==> src/rtl/idct_blok_gonderici_if.sv <==
// Write/read channel bundle for idct_blok_gonderici.
//   Write side : yaz_veri_i, yaz_gecerli_i (into block), yaz_hazir_o (out of block)
//   Read side  : idct_veri_o, idct_row_o, idct_col_o, idct_gecerli_o,
//                idct_blok_son_o, gonder_bitti_o (out of block), idct_hazir_i (into block)
// slave  = the block's own view, master = the view of whoever drives the block.
interface idct_blok_gonderici_if #(
  parameter int PIXEL_BIT = 8,
  parameter int IN_BIT    = 11,
  parameter int BLOCK_BIT = 3
);
  logic [IN_BIT-1:0]    yaz_veri_i;
  logic                 yaz_gecerli_i;
  logic                 yaz_hazir_o;
  logic [PIXEL_BIT-1:0] idct_veri_o;
  logic [BLOCK_BIT-1:0] idct_row_o;
  logic [BLOCK_BIT-1:0] idct_col_o;
  logic                 idct_gecerli_o;
  logic                 idct_blok_son_o;
  logic                 idct_hazir_i;
  logic                 gonder_bitti_o;

  modport slave (
    input  yaz_veri_i, yaz_gecerli_i, idct_hazir_i,
    output yaz_hazir_o, idct_veri_o, idct_row_o, idct_col_o,
           idct_gecerli_o, idct_blok_son_o, gonder_bitti_o
  );

  modport master (
    output yaz_veri_i, yaz_gecerli_i, idct_hazir_i,
    input  yaz_hazir_o, idct_veri_o, idct_row_o, idct_col_o,
           idct_gecerli_o, idct_blok_son_o, gonder_bitti_o
  );
endinterface

==> src/rtl/idct_blok_gonderici.sv <==
// idct_blok_gonderici: transmit end of the IDCT-to-task-unit pixel stream.
// Collects one 8x8 block of IDCT results (raster order) into a two-bank
// ping-pong buffer and streams each completed block out with row/col tags,
// valid/ready handshake and an end-of-block flag. Filling one bank overlaps
// with streaming the other. After IMG_BLOCKS blocks have been sent the block
// stops accepting writes and raises a sticky done flag until reset.
//
// Ports:
//   clk_i   - clock
//   rstn_i  - asynchronous active-low reset
//   bus     - idct_blok_gonderici_if.slave (write channel + read channel)
//
// Build option:
//   IDCT_DOYURMA_EN - when defined, signed input samples are clamped to
//                     [0, 2^PIXEL_BIT-1]; otherwise the low PIXEL_BIT bits
//                     are taken as-is.
module idct_blok_gonderici #(
  parameter int PIXEL_BIT      = 8,
  parameter int IN_BIT         = 11,
  parameter int BLOCK_SIZE     = 8,
  parameter int BLOCK_BIT      = 3,
  parameter int IMG_BLOCKS     = 16,
  parameter int IMG_BLOCKS_BIT = 5
) (
  input  logic                   clk_i,
  input  logic                   rstn_i,
  idct_blok_gonderici_if.slave   bus
);

  localparam int AREA    = BLOCK_SIZE * BLOCK_SIZE;
  localparam int IDX_BIT = 2 * BLOCK_BIT;
  localparam logic [IDX_BIT-1:0]        LAST_IDX  = IDX_BIT'(AREA - 1);
  localparam logic [IMG_BLOCKS_BIT-1:0] LAST_BLOK = IMG_BLOCKS_BIT'(IMG_BLOCKS - 1);

  logic [PIXEL_BIT-1:0]      mem [2][AREA];
  logic [1:0]                bank_dolu;
  logic                      wr_bank;
  logic [IDX_BIT-1:0]        wr_idx;
  logic                      rd_bank;
  logic [IDX_BIT-1:0]        rd_idx;
  logic [IMG_BLOCKS_BIT-1:0] blok_sayac;
  logic                      bitti_r;

  logic                      wr_fire;
  logic                      rd_fire;
  logic                      rd_gecerli;
  logic [PIXEL_BIT-1:0]      conv;

  // Sample conversion to pixel width.
`ifdef IDCT_DOYURMA_EN
  always_comb begin
    conv = bus.yaz_veri_i[PIXEL_BIT-1:0];
    if (bus.yaz_veri_i[IN_BIT-1]) begin
      conv = '0;
    end else if (|bus.yaz_veri_i[IN_BIT-2:PIXEL_BIT]) begin
      conv = '1;
    end
  end
`else
  logic unused_ust;
  assign conv       = bus.yaz_veri_i[PIXEL_BIT-1:0];
  assign unused_ust = ^bus.yaz_veri_i[IN_BIT-1:PIXEL_BIT];
`endif

  // Write side is ready only while the bank being filled is empty and the
  // image is not finished.
  assign bus.yaz_hazir_o = !bank_dolu[wr_bank] && !bitti_r;
  assign wr_fire         = bus.yaz_gecerli_i && bus.yaz_hazir_o;

  // Read side presents the head of the full bank directly from storage.
  assign rd_gecerli          = bank_dolu[rd_bank];
  assign rd_fire             = rd_gecerli && bus.idct_hazir_i;
  assign bus.idct_gecerli_o  = rd_gecerli;
  assign bus.idct_veri_o     = rd_gecerli ? mem[rd_bank][rd_idx] : '0;
  assign bus.idct_row_o      = rd_idx[IDX_BIT-1:BLOCK_BIT];
  assign bus.idct_col_o      = rd_idx[BLOCK_BIT-1:0];
  assign bus.idct_blok_son_o = rd_gecerli && (rd_idx == LAST_IDX);
  assign bus.gonder_bitti_o  = bitti_r;

  // Pixel storage is deliberately left out of reset.
  always_ff @(posedge clk_i) begin
    if (wr_fire) begin
      mem[wr_bank][wr_idx] <= conv;
    end
  end

  always_ff @(posedge clk_i or negedge rstn_i) begin
    if (!rstn_i) begin
      bank_dolu  <= '0;
      wr_bank    <= 1'b0;
      wr_idx     <= '0;
      rd_bank    <= 1'b0;
      rd_idx     <= '0;
      blok_sayac <= '0;
      bitti_r    <= 1'b0;
    end else begin
      if (wr_fire) begin
        if (wr_idx == LAST_IDX) begin
          bank_dolu[wr_bank] <= 1'b1;
          wr_bank            <= !wr_bank;
          wr_idx             <= '0;
        end else begin
          wr_idx <= wr_idx + 1'b1;
        end
      end
      // Set and clear always target different banks (writes only to empty
      // banks, reads only from full ones), so both may land on one edge.
      if (rd_fire) begin
        if (rd_idx == LAST_IDX) begin
          bank_dolu[rd_bank] <= 1'b0;
          rd_bank            <= !rd_bank;
          rd_idx             <= '0;
          blok_sayac         <= blok_sayac + 1'b1;
          if (blok_sayac == LAST_BLOK) begin
            bitti_r <= 1'b1;
          end
        end else begin
          rd_idx <= rd_idx + 1'b1;
        end
      end
    end
  end

endmodule

==> src/flat_wrapper.sv <==
// flat-port wrapper written by rule: the top's interface ports become plain ports
module idct_blok_gonderici_flat 
#(
  parameter int PIXEL_BIT      = 8,
  parameter int IN_BIT         = 11,
  parameter int BLOCK_SIZE     = 8,
  parameter int BLOCK_BIT      = 3,
  parameter int IMG_BLOCKS     = 16,
  parameter int IMG_BLOCKS_BIT = 5
)
  (clk_i, rstn_i, bus_yaz_veri_i, bus_yaz_gecerli_i, bus_idct_hazir_i, bus_yaz_hazir_o, bus_idct_veri_o, bus_idct_row_o, bus_idct_col_o, bus_idct_gecerli_o, bus_idct_blok_son_o, bus_gonder_bitti_o);
  idct_blok_gonderici_if #(.PIXEL_BIT(PIXEL_BIT), .IN_BIT(IN_BIT), .BLOCK_BIT(BLOCK_BIT)) bus_i ();
  input  logic clk_i;
  input  logic rstn_i;
  input wire logic [$bits(bus_i.yaz_veri_i)-1:0] bus_yaz_veri_i;
  input wire logic [$bits(bus_i.yaz_gecerli_i)-1:0] bus_yaz_gecerli_i;
  input wire logic [$bits(bus_i.idct_hazir_i)-1:0] bus_idct_hazir_i;
  output wire logic [$bits(bus_i.yaz_hazir_o)-1:0] bus_yaz_hazir_o;
  output wire logic [$bits(bus_i.idct_veri_o)-1:0] bus_idct_veri_o;
  output wire logic [$bits(bus_i.idct_row_o)-1:0] bus_idct_row_o;
  output wire logic [$bits(bus_i.idct_col_o)-1:0] bus_idct_col_o;
  output wire logic [$bits(bus_i.idct_gecerli_o)-1:0] bus_idct_gecerli_o;
  output wire logic [$bits(bus_i.idct_blok_son_o)-1:0] bus_idct_blok_son_o;
  output wire logic [$bits(bus_i.gonder_bitti_o)-1:0] bus_gonder_bitti_o;
  assign bus_i.yaz_veri_i = bus_yaz_veri_i;
  assign bus_i.yaz_gecerli_i = bus_yaz_gecerli_i;
  assign bus_i.idct_hazir_i = bus_idct_hazir_i;
  assign bus_yaz_hazir_o = bus_i.yaz_hazir_o;
  assign bus_idct_veri_o = bus_i.idct_veri_o;
  assign bus_idct_row_o = bus_i.idct_row_o;
  assign bus_idct_col_o = bus_i.idct_col_o;
  assign bus_idct_gecerli_o = bus_i.idct_gecerli_o;
  assign bus_idct_blok_son_o = bus_i.idct_blok_son_o;
  assign bus_gonder_bitti_o = bus_i.gonder_bitti_o;
  idct_blok_gonderici #(.PIXEL_BIT(PIXEL_BIT), .IN_BIT(IN_BIT), .BLOCK_SIZE(BLOCK_SIZE), .BLOCK_BIT(BLOCK_BIT), .IMG_BLOCKS(IMG_BLOCKS), .IMG_BLOCKS_BIT(IMG_BLOCKS_BIT)) u_core (.clk_i(clk_i), .rstn_i(rstn_i), .bus(bus_i));
endmodule
==> config.mk <==
export PLATFORM = sky130hd
export DESIGN_NAME = idct_blok_gonderici_flat
export DESIGN_NICKNAME = d
export VERILOG_FILES = /design/src/rtl/idct_blok_gonderici_if.sv /design/src/rtl/idct_blok_gonderici.sv /design/src/flat_wrapper.sv
export SDC_FILE = /design/constraint.sdc
export NUM_CORES = 1
export LEC_CHECK = 0
export ABC_AREA = 1
export CAP_MARGIN = 20
export CELL_PAD_IN_SITES_DETAIL_PLACEMENT = 2
export CELL_PAD_IN_SITES_GLOBAL_PLACEMENT = 2
export CORE_MARGIN = 3
export CORE_UTILIZATION = 46
export DETAILED_ROUTE_END_ITERATION = 10
export HOLD_SLACK_MARGIN = 0.05
export PLACE_DENSITY = 0.88
export SETUP_SLACK_MARGIN = 0.1
export SYNTH_ARGS = -nofsm -noshare
export SYNTH_HDL_FRONTEND = slang
export SYNTH_SLANG_ARGS = --single-unit
==> constraint.sdc <==
create_clock -name clk_i -period 5.72 [get_ports clk_i]
set_input_delay 1.144 -clock clk_i [delete_from_list [all_inputs] [get_ports clk_i]]
set_output_delay 1.144 -clock clk_i [all_outputs]
set_load 0.02 [all_outputs]
==> flow_summary.toml, run 1 <==
[timing]
skew_ns = 0.0484
final-max-slew-violation-count = 0
rsz0062_at_grt = "yes"
fin_ws_ns = -0.134
finalSetupViolations = 3
whs_ns = 0.484
slew_headroom = 0.137
hold_viol = 0
post-route-min-period_ns = 5.85
setup_tns_ns = -0.333
period_share = 1.02
tightest_slew_ns = 1.29
max_freq_ghz = 0.171

[job]
drv_cap = 0

[critical_path]
r2r_slack_ns = 0.89
critPathMaxFanout = 32
critPathCaptureType = "primary output"
cp_data_required_time_ns = 4.58
crit_path_start_kind = "flip-flop"
crit_buf_inv = 4
max_stage_delay_ns = 0.68
worstPathCellList = "inv_12 > buf_4 > buf_4 > nand2_1 > nand3_1 > nand3_1 > nand2_1 > nand2_1 > nand3_1 > nand3_1 > nand2_1 > nand2_1 > nor2_1 > clkdlybuf4s50_1"
crit_type = "reg2out"
arrival_ns = 4.71
path_delay_family = "simple AND/OR/NAND/NOR gates"
r2r_cells = 10
critPathMostFrequentCell = "nand2_1"
critPathSlowestCell = "clkdlybuf4s50_1"
timing.rr.start = "u_core.wr_bank$_DFFE_PN0P_"
cp-startpoint = "u_core.rd_bank$_DFFE_PN0P_"
reg2reg_to = "u_core.mem[0][349]$_DFFE_PP_"

[synth]
synth_xor_area_frac = 0.00180
synth.top_cells.by_area = "edfxtp_1, nand2_1, nand3_1"
ys_ff_latch = 1046
synthSimpleGateAreaFrac = 0.215
yosysWarnings = 0
yosysSeqAreaShare = 0.716
yosysTopAreaCell = "edfxtp_1"
synth_area_mm2 = 0.0437
synth_adder_area_share = 0.00115
post_synth_num_cell_types = 28
synth_nets = 3974
syn-instance-count = 3955
synthMuxAreaShare = 0
yosys.area.top_type_share = 0.704
synth_most_common_cell = "nand2_1"
avgSynthCellArea_um2 = 11.0
ys.flop_type = "edfxtp_1"
ys_top_cells_by_count = "nand2_1, edfxtp_1, nand3_1"
synth-async-reset-ratio = 0.0210
synth_compound_area_frac = 0.0246
synth_top_family_by_area = "simple AND/OR/NAND/NOR gates"
synth_edf_count = 1024

[clock_network]
cts_buffers = 110
cts.clk_slew.worst_paths_ns = 0.07
cts.sinks = 1046
cts-root-buf = "clkbuf_16"
h-tree-depth = 3
clk_latency_ns = 0.76
ctsHoldBuffers = 0
cts_tree = "done"
clk_path_buf_depth = 3

[detailed_routing]
met2_length_um = 96900
drc = 0
routed-wl-met3_um = 18400
wl_per_cell_um = 37.9
wirelength_met1_um = 71500
drtPass1Iterations = 5
vias = 35359
route.top_layer_used = "met5"
routed_via_density = 6.67
routed_wl_um = 201000
postRouteAntennaNets = 0
drt_iter0_markers = 5142

[finish]
syn_to_final_growth_pct = 12.1
layout.nets = 3972
fin_cells = 5305
drive_gt1_frac = 0.0711

[global_routing]
antenna_found_initial = 6
first_global_vias = 36994
grt_max_degree = 156
grt-ovfl-total = 0
grt_use_total = 0.375
grt_first_pass_wirelength_um = 270000

[placement]
globalplace.congestion = 0.846
io_buffer_count = 29
dp_slack_ns = 0.815
dp_hpwl_um = 95500
numPlacedInstances = 5084

[floorplanning]
pin_count = 33
fp.dieH_um = 314
coreArea_mm2 = 0.0937
fp-row-count = 112
die_width_um = 314
dieArea_mm2 = 0.0987
initial_core_util = 0.466

[outcome]
violations = "setup timing"
outcome = "finished with violations"

[power_and_ir_drop]
vdd_ir_drop_max_v = 0.000352
leakage_nw = 18.0
power_mw = 25.6
power_density_mw_per_mm2 = 523

[hold_path]
holdPathEnd = "u_core.blok_sayac[3]$_DFFE_PN0P_"
hold_depth = 1
hp-class = "reg2reg"
hp-start = "u_core.blok_sayac[3]$_DFFE_PN0P_"
==> cells by family (layout without fill, tap and decap cells) <==
group,Yosys count,in the layout
compound gates,207,207
xor+xnor,9,9
fa+ha+maj,4,4
buf+inv,425,519
flops,1046,1046
other cells,0,2
simple gates,2264,2264
==> flip-flops by register name (all words and copies together), names as in the netlist <==
register                   count
u_core.mem                  1024
u_core.rd_idx                  6
u_core.wr_idx                  6
u_core.blok_sayac              5
u_core.bank_dolu               2
u_core.bus.gonder_bitti_o      1
u_core.rd_bank                 1
u_core.wr_bank                 1
==> per-layer routing <==
layer	up-vias	track usage
met2	2822	0.640
met5	-	0
met1	18137	0.454
met3	876	0.0714
met4	6	0.194
li1	13518	-
==> cells in the final DEF, fill, tap and decap left out, types with 2 or more instances in the layout <==
| cell | netlist | final |
|---|---|---|
| nand2_1 | 1164 | 1164 |
| edfxtp_1 | 1024 | 1024 |
| nand3_1 | 628 | 628 |
| nor2_1 | 433 | 431 |
| inv_1 | 182 | 180 |
| o21ai_0 | 146 | 146 |
| clkbuf_16 | 0 | 111 |
| buf_4 | 19 | 76 |
| clkinv_2 | 0 | 31 |
| clkinv_1 | 3 | 30 |
| nor3_1 | 29 | 25 |
| a21oi_1 | 22 | 21 |
| o21ai_1 | 20 | 20 |
| clkbuf_1 | 95 | 20 |
| clkdlybuf4s50_1 | 0 | 19 |
| dfrtp_1 | 22 | 17 |
| buf_12 | 0 | 14 |
| bufinv_16 | 0 | 10 |
| o211ai_1 | 9 | 9 |
| o22ai_1 | 8 | 8 |
| xor2_1 | 7 | 7 |
| nor2_4 | 6 | 6 |
| inv_6 | 0 | 4 |
| nor3_2 | 0 | 4 |
| ha_1 | 4 | 4 |
| buf_2 | 75 | 4 |
| dfrtp_4 | 0 | 4 |
| inv_2 | 5 | 3 |
| clkinvlp_4 | 0 | 3 |
| diode_2 | 0 | 2 |
| clkinv_8 | 0 | 2 |
| nor2_2 | 0 | 2 |
| nand4_1 | 2 | 2 |
| xnor2_1 | 2 | 2 |
| buf_6 | 8 | 2 |
| buf_16 | 0 | 2 |
==> cell type report <==
cell class              instances  area [um2]
fillers                      9016       44800
clock buffers                 131        2850
clock inverters                77         676
inverters                     190         744
repair buffers                121        1200
diodes                          2        5.00
multi-input cells            2484       10600
flip-flops and latches       1046       31300
well taps                    1254        1570
==> stage by stage <==
stage	area, um2	util
global placement	45200	0.482
global route	49000	0.522
CTS	48800	0.521
detailed placement	45300	0.483
floorplan	43700	-
finish	49000	0.522
==> how the worst max path moves through the flow <==
| stage | end | cells after the start | slack, ns |
|---|---|---|---|
| detailed placement | bus_idct_veri_o[2] | 11 | 0.81 |
| finish | bus_idct_veri_o[7] | 14 | -0.13 |
| global route | bus_idct_veri_o[5] | 14 | -0.18 |
| global placement | bus_idct_veri_o[2] | 11 | 1.09 |
| floorplan | bus_idct_veri_o[6] | 11 | 2.63 |
| CTS | bus_idct_veri_o[7] | 13 | 0.08 |
==> report_power, final <==
part           internal, mW  total (mW)  leakage, nW  switching (mW)
Sequential             8.44        8.63         9.46           0.186
Clock                  4.03        7.68         1.74            3.65
Combinational          2.11        9.28         6.83            7.17
Total                  14.6        25.6         18.0            11.0
==> repair_timing <==
item / CTS / global route
endpoints found under the setup margin: 5 / 6
buffers inserted: 0 / 6
gates cloned: 1 / 0
gates resized for setup: 6 / 4
pin swaps: 1 / 0
No activity file was read; power rests on OpenSTA's default activity.
==> run 2: changes to the inputs <==
--- a/config.mk
+++ b/config.mk
@@ -10,11 +10,12 @@
 export CELL_PAD_IN_SITES_DETAIL_PLACEMENT = 2
 export CELL_PAD_IN_SITES_GLOBAL_PLACEMENT = 2
 export CORE_MARGIN = 3
-export CORE_UTILIZATION = 46
+export CORE_UTILIZATION = 45
 export DETAILED_ROUTE_END_ITERATION = 10
 export HOLD_SLACK_MARGIN = 0.05
-export PLACE_DENSITY = 0.88
+export PLACE_DENSITY = 0.86
 export SETUP_SLACK_MARGIN = 0.1
+export SKIP_LAST_GASP = 1
 export SYNTH_ARGS = -nofsm -noshare
 export SYNTH_HDL_FRONTEND = slang
 export SYNTH_SLANG_ARGS = --single-unit
==> run 2 against run 1 <==
  * The run now ends clean
  * Wire length decreased by 12%
  * Power fell by 2.4%
  * Sequential power up 0.5%
  * Via count shrank 5.7%
  * Critical path type unchanged
  * Highest routed layer unchanged
==> flow_summary.toml, run 2 (same netlist as run 1, synthesis figures left out) <==
[critical_path]
r2r_cells = 8
worstPathCellList = "clkinv_1 > nand3_1 > nand3_1 > nand2_1 > nand2_1 > nor2_1 > clkdlybuf4s50_1"
critPathSlowestCell = "clkinv_1"
critPathCaptureType = "primary output"
max_stage_delay_ns = 0.85
critPathMaxFanout = 17
arrival_ns = 4.50
cp_data_required_time_ns = 4.58
crit_path_start_kind = "flip-flop"
crit_type = "reg2out"

[finish]
final-seq-area_mm2 = 0.0313
fin_area_mm2 = 0.0491
mostFrequentLayoutCell = "nand2_1"
drive_gt1_frac = 0.0687
fillers = 9304
regMostFlops = "u_core.mem"
syn_to_final_growth_pct = 12.4
largest_reg_flops = 1024
multi_input_area_mm2 = 0.0106
mostFrequentLayoutCells = "nand2_1, edfxtp_1, nand3_1, nor2_1, inv_1"
layout.nets = 3972
top_regs = "u_core.mem x1024, u_core.rd_idx x6, u_core.wr_idx x6"

[detailed_routing]
routed_via_density = 6.28
wl_per_cell_um = 33.5
routed-wl-met3_um = 12700
drtPass1Iterations = 5
drc = 0
wirelength_met1_um = 65500
routed_wl_um = 178000
postRouteAntennaNets = 0
drt_iter0_markers = 4184
met2_length_um = 89900
vias = 33358
route.top_layer_used = "met5"

[timing]
max_freq_ghz = 0.177
final-max-slew-violation-count = 0
post-route-min-period_ns = 5.64
setup_tns_ns = 0
tightest_slew_ns = 1.17
period_share = 0.986
slew_headroom = 0.219
skew_ns = 0.0353
hold_viol = 0
fin_ws_ns = 0.0789
whs_ns = 0.502
rsz0062_at_grt = "yes"
finalSetupViolations = 0

[floorplanning]
fp.dieH_um = 318
dieArea_mm2 = 0.101
initial_core_util = 0.457
coreArea_mm2 = 0.0956
die_width_um = 318
fp-row-count = 113
pin_count = 33

[placement]
placed_area_mm2 = 0.0453
globalplace.congestion = 0.834
dp_slack_ns = 0.896
dp_hpwl_um = 92600
io_buffer_count = 29

[job]
drv_cap = 0

[global_routing]
grt_max_degree = 95
grt-ovfl-total = 0
first_global_vias = 36728
grt_first_pass_wirelength_um = 258000
antenna_found_initial = 5
grt_use_total = 0.344

[power_and_ir_drop]
vdd_ir_drop_max_v = 0.000312
power_mw = 25.0
power_density_mw_per_mm2 = 508
leakage_nw = 18.0

[clock_network]
cts_buffers = 111
cts.sinks = 1046
h-tree-depth = 3
clk_path_buf_depth = 3
cts-root-buf = "clkbuf_16"
cts.clk_slew.worst_paths_ns = 0.07
ctsHoldBuffers = 0
cts_tree = "done"
clk_latency_ns = 0.73

[hold_path]
hp-class = "reg2reg"
hold_depth = 1

[outcome]
outcome = "complete, no violations"
run 2: critical path, delay by kind of cell (launching register included):
kind                   cells  cell delay [ns]
and+or+nand+nor            5             1.39
buffers and inverters      2             1.54
DFF                        1             0.81
run 2: power by group:
group	total [mW]	leakage, nW	internal, mW	switching, mW
Combinational	8.78	6.84	2.15	6.63
Sequential	8.67	9.46	8.44	0.230
Clock	7.52	1.75	4.15	3.36
Total	25.0	18.0	14.7	10.2
run 2: path summary, 6_finish.rpt:
path                                                         end  slack, ns                        startpoint
min in group asynchronous       u_core.blok_sayac[3]$_DFFE_PN0P_       0.82                            rstn_i
worst min register to register  u_core.blok_sayac[3]$_DFFE_PN0P_       0.50  u_core.blok_sayac[3]$_DFFE_PN0P_
worst min-delay path            u_core.blok_sayac[3]$_DFFE_PN0P_       0.50  u_core.blok_sayac[3]$_DFFE_PN0P_
worst max register to register      u_core.mem[1][171]$_DFFE_PP_       1.02        u_core.wr_bank$_DFFE_PN0P_
worst max-delay path                          bus_idct_veri_o[4]       0.08      u_core.rd_idx[3]$_DFFE_PN0P_
max in group asynchronous             u_core.wr_bank$_DFFE_PN0P_       4.55                            rstn_i
run 2: repair_timing:
item / in CTS / in global routing
endpoints found under the setup margin: 8 / 8
buffers inserted: 1 / 1
endpoints found under the hold margin: 0 / 0
cloned: 0 / 1
gates resized for setup: 5 / 3
run 2: final cells by class:
class | instances | area share
well taps | 1265 | 0.0322
inverters | 190 | 0.0150
clock inverters | 59 | 0.0123
flip-flops and latches | 1046 | 0.638
clock buffers | 146 | 0.0605
multi-input cells | 2484 | 0.216
diodes | 1 | 0.0000509
repair buffers | 120 | 0.0266
run 2: per-stage QoR:
step / utilization / cells
after floorplan: - / 3955
after global placement: 0.474 / 5089
after detailed placement: 0.474 / 5094
after CTS: 0.512 / 5300
after global routing: 0.514 / 5310
final: 0.514 / 5311
run 2: layer usage:
metal / global-route usage / vias up
met5: 0 / -
met4: 0.180 / 8
met3: 0.0613 / 574
met2: 0.591 / 1901
met1: 0.415 / 17353
li1: - / 13522
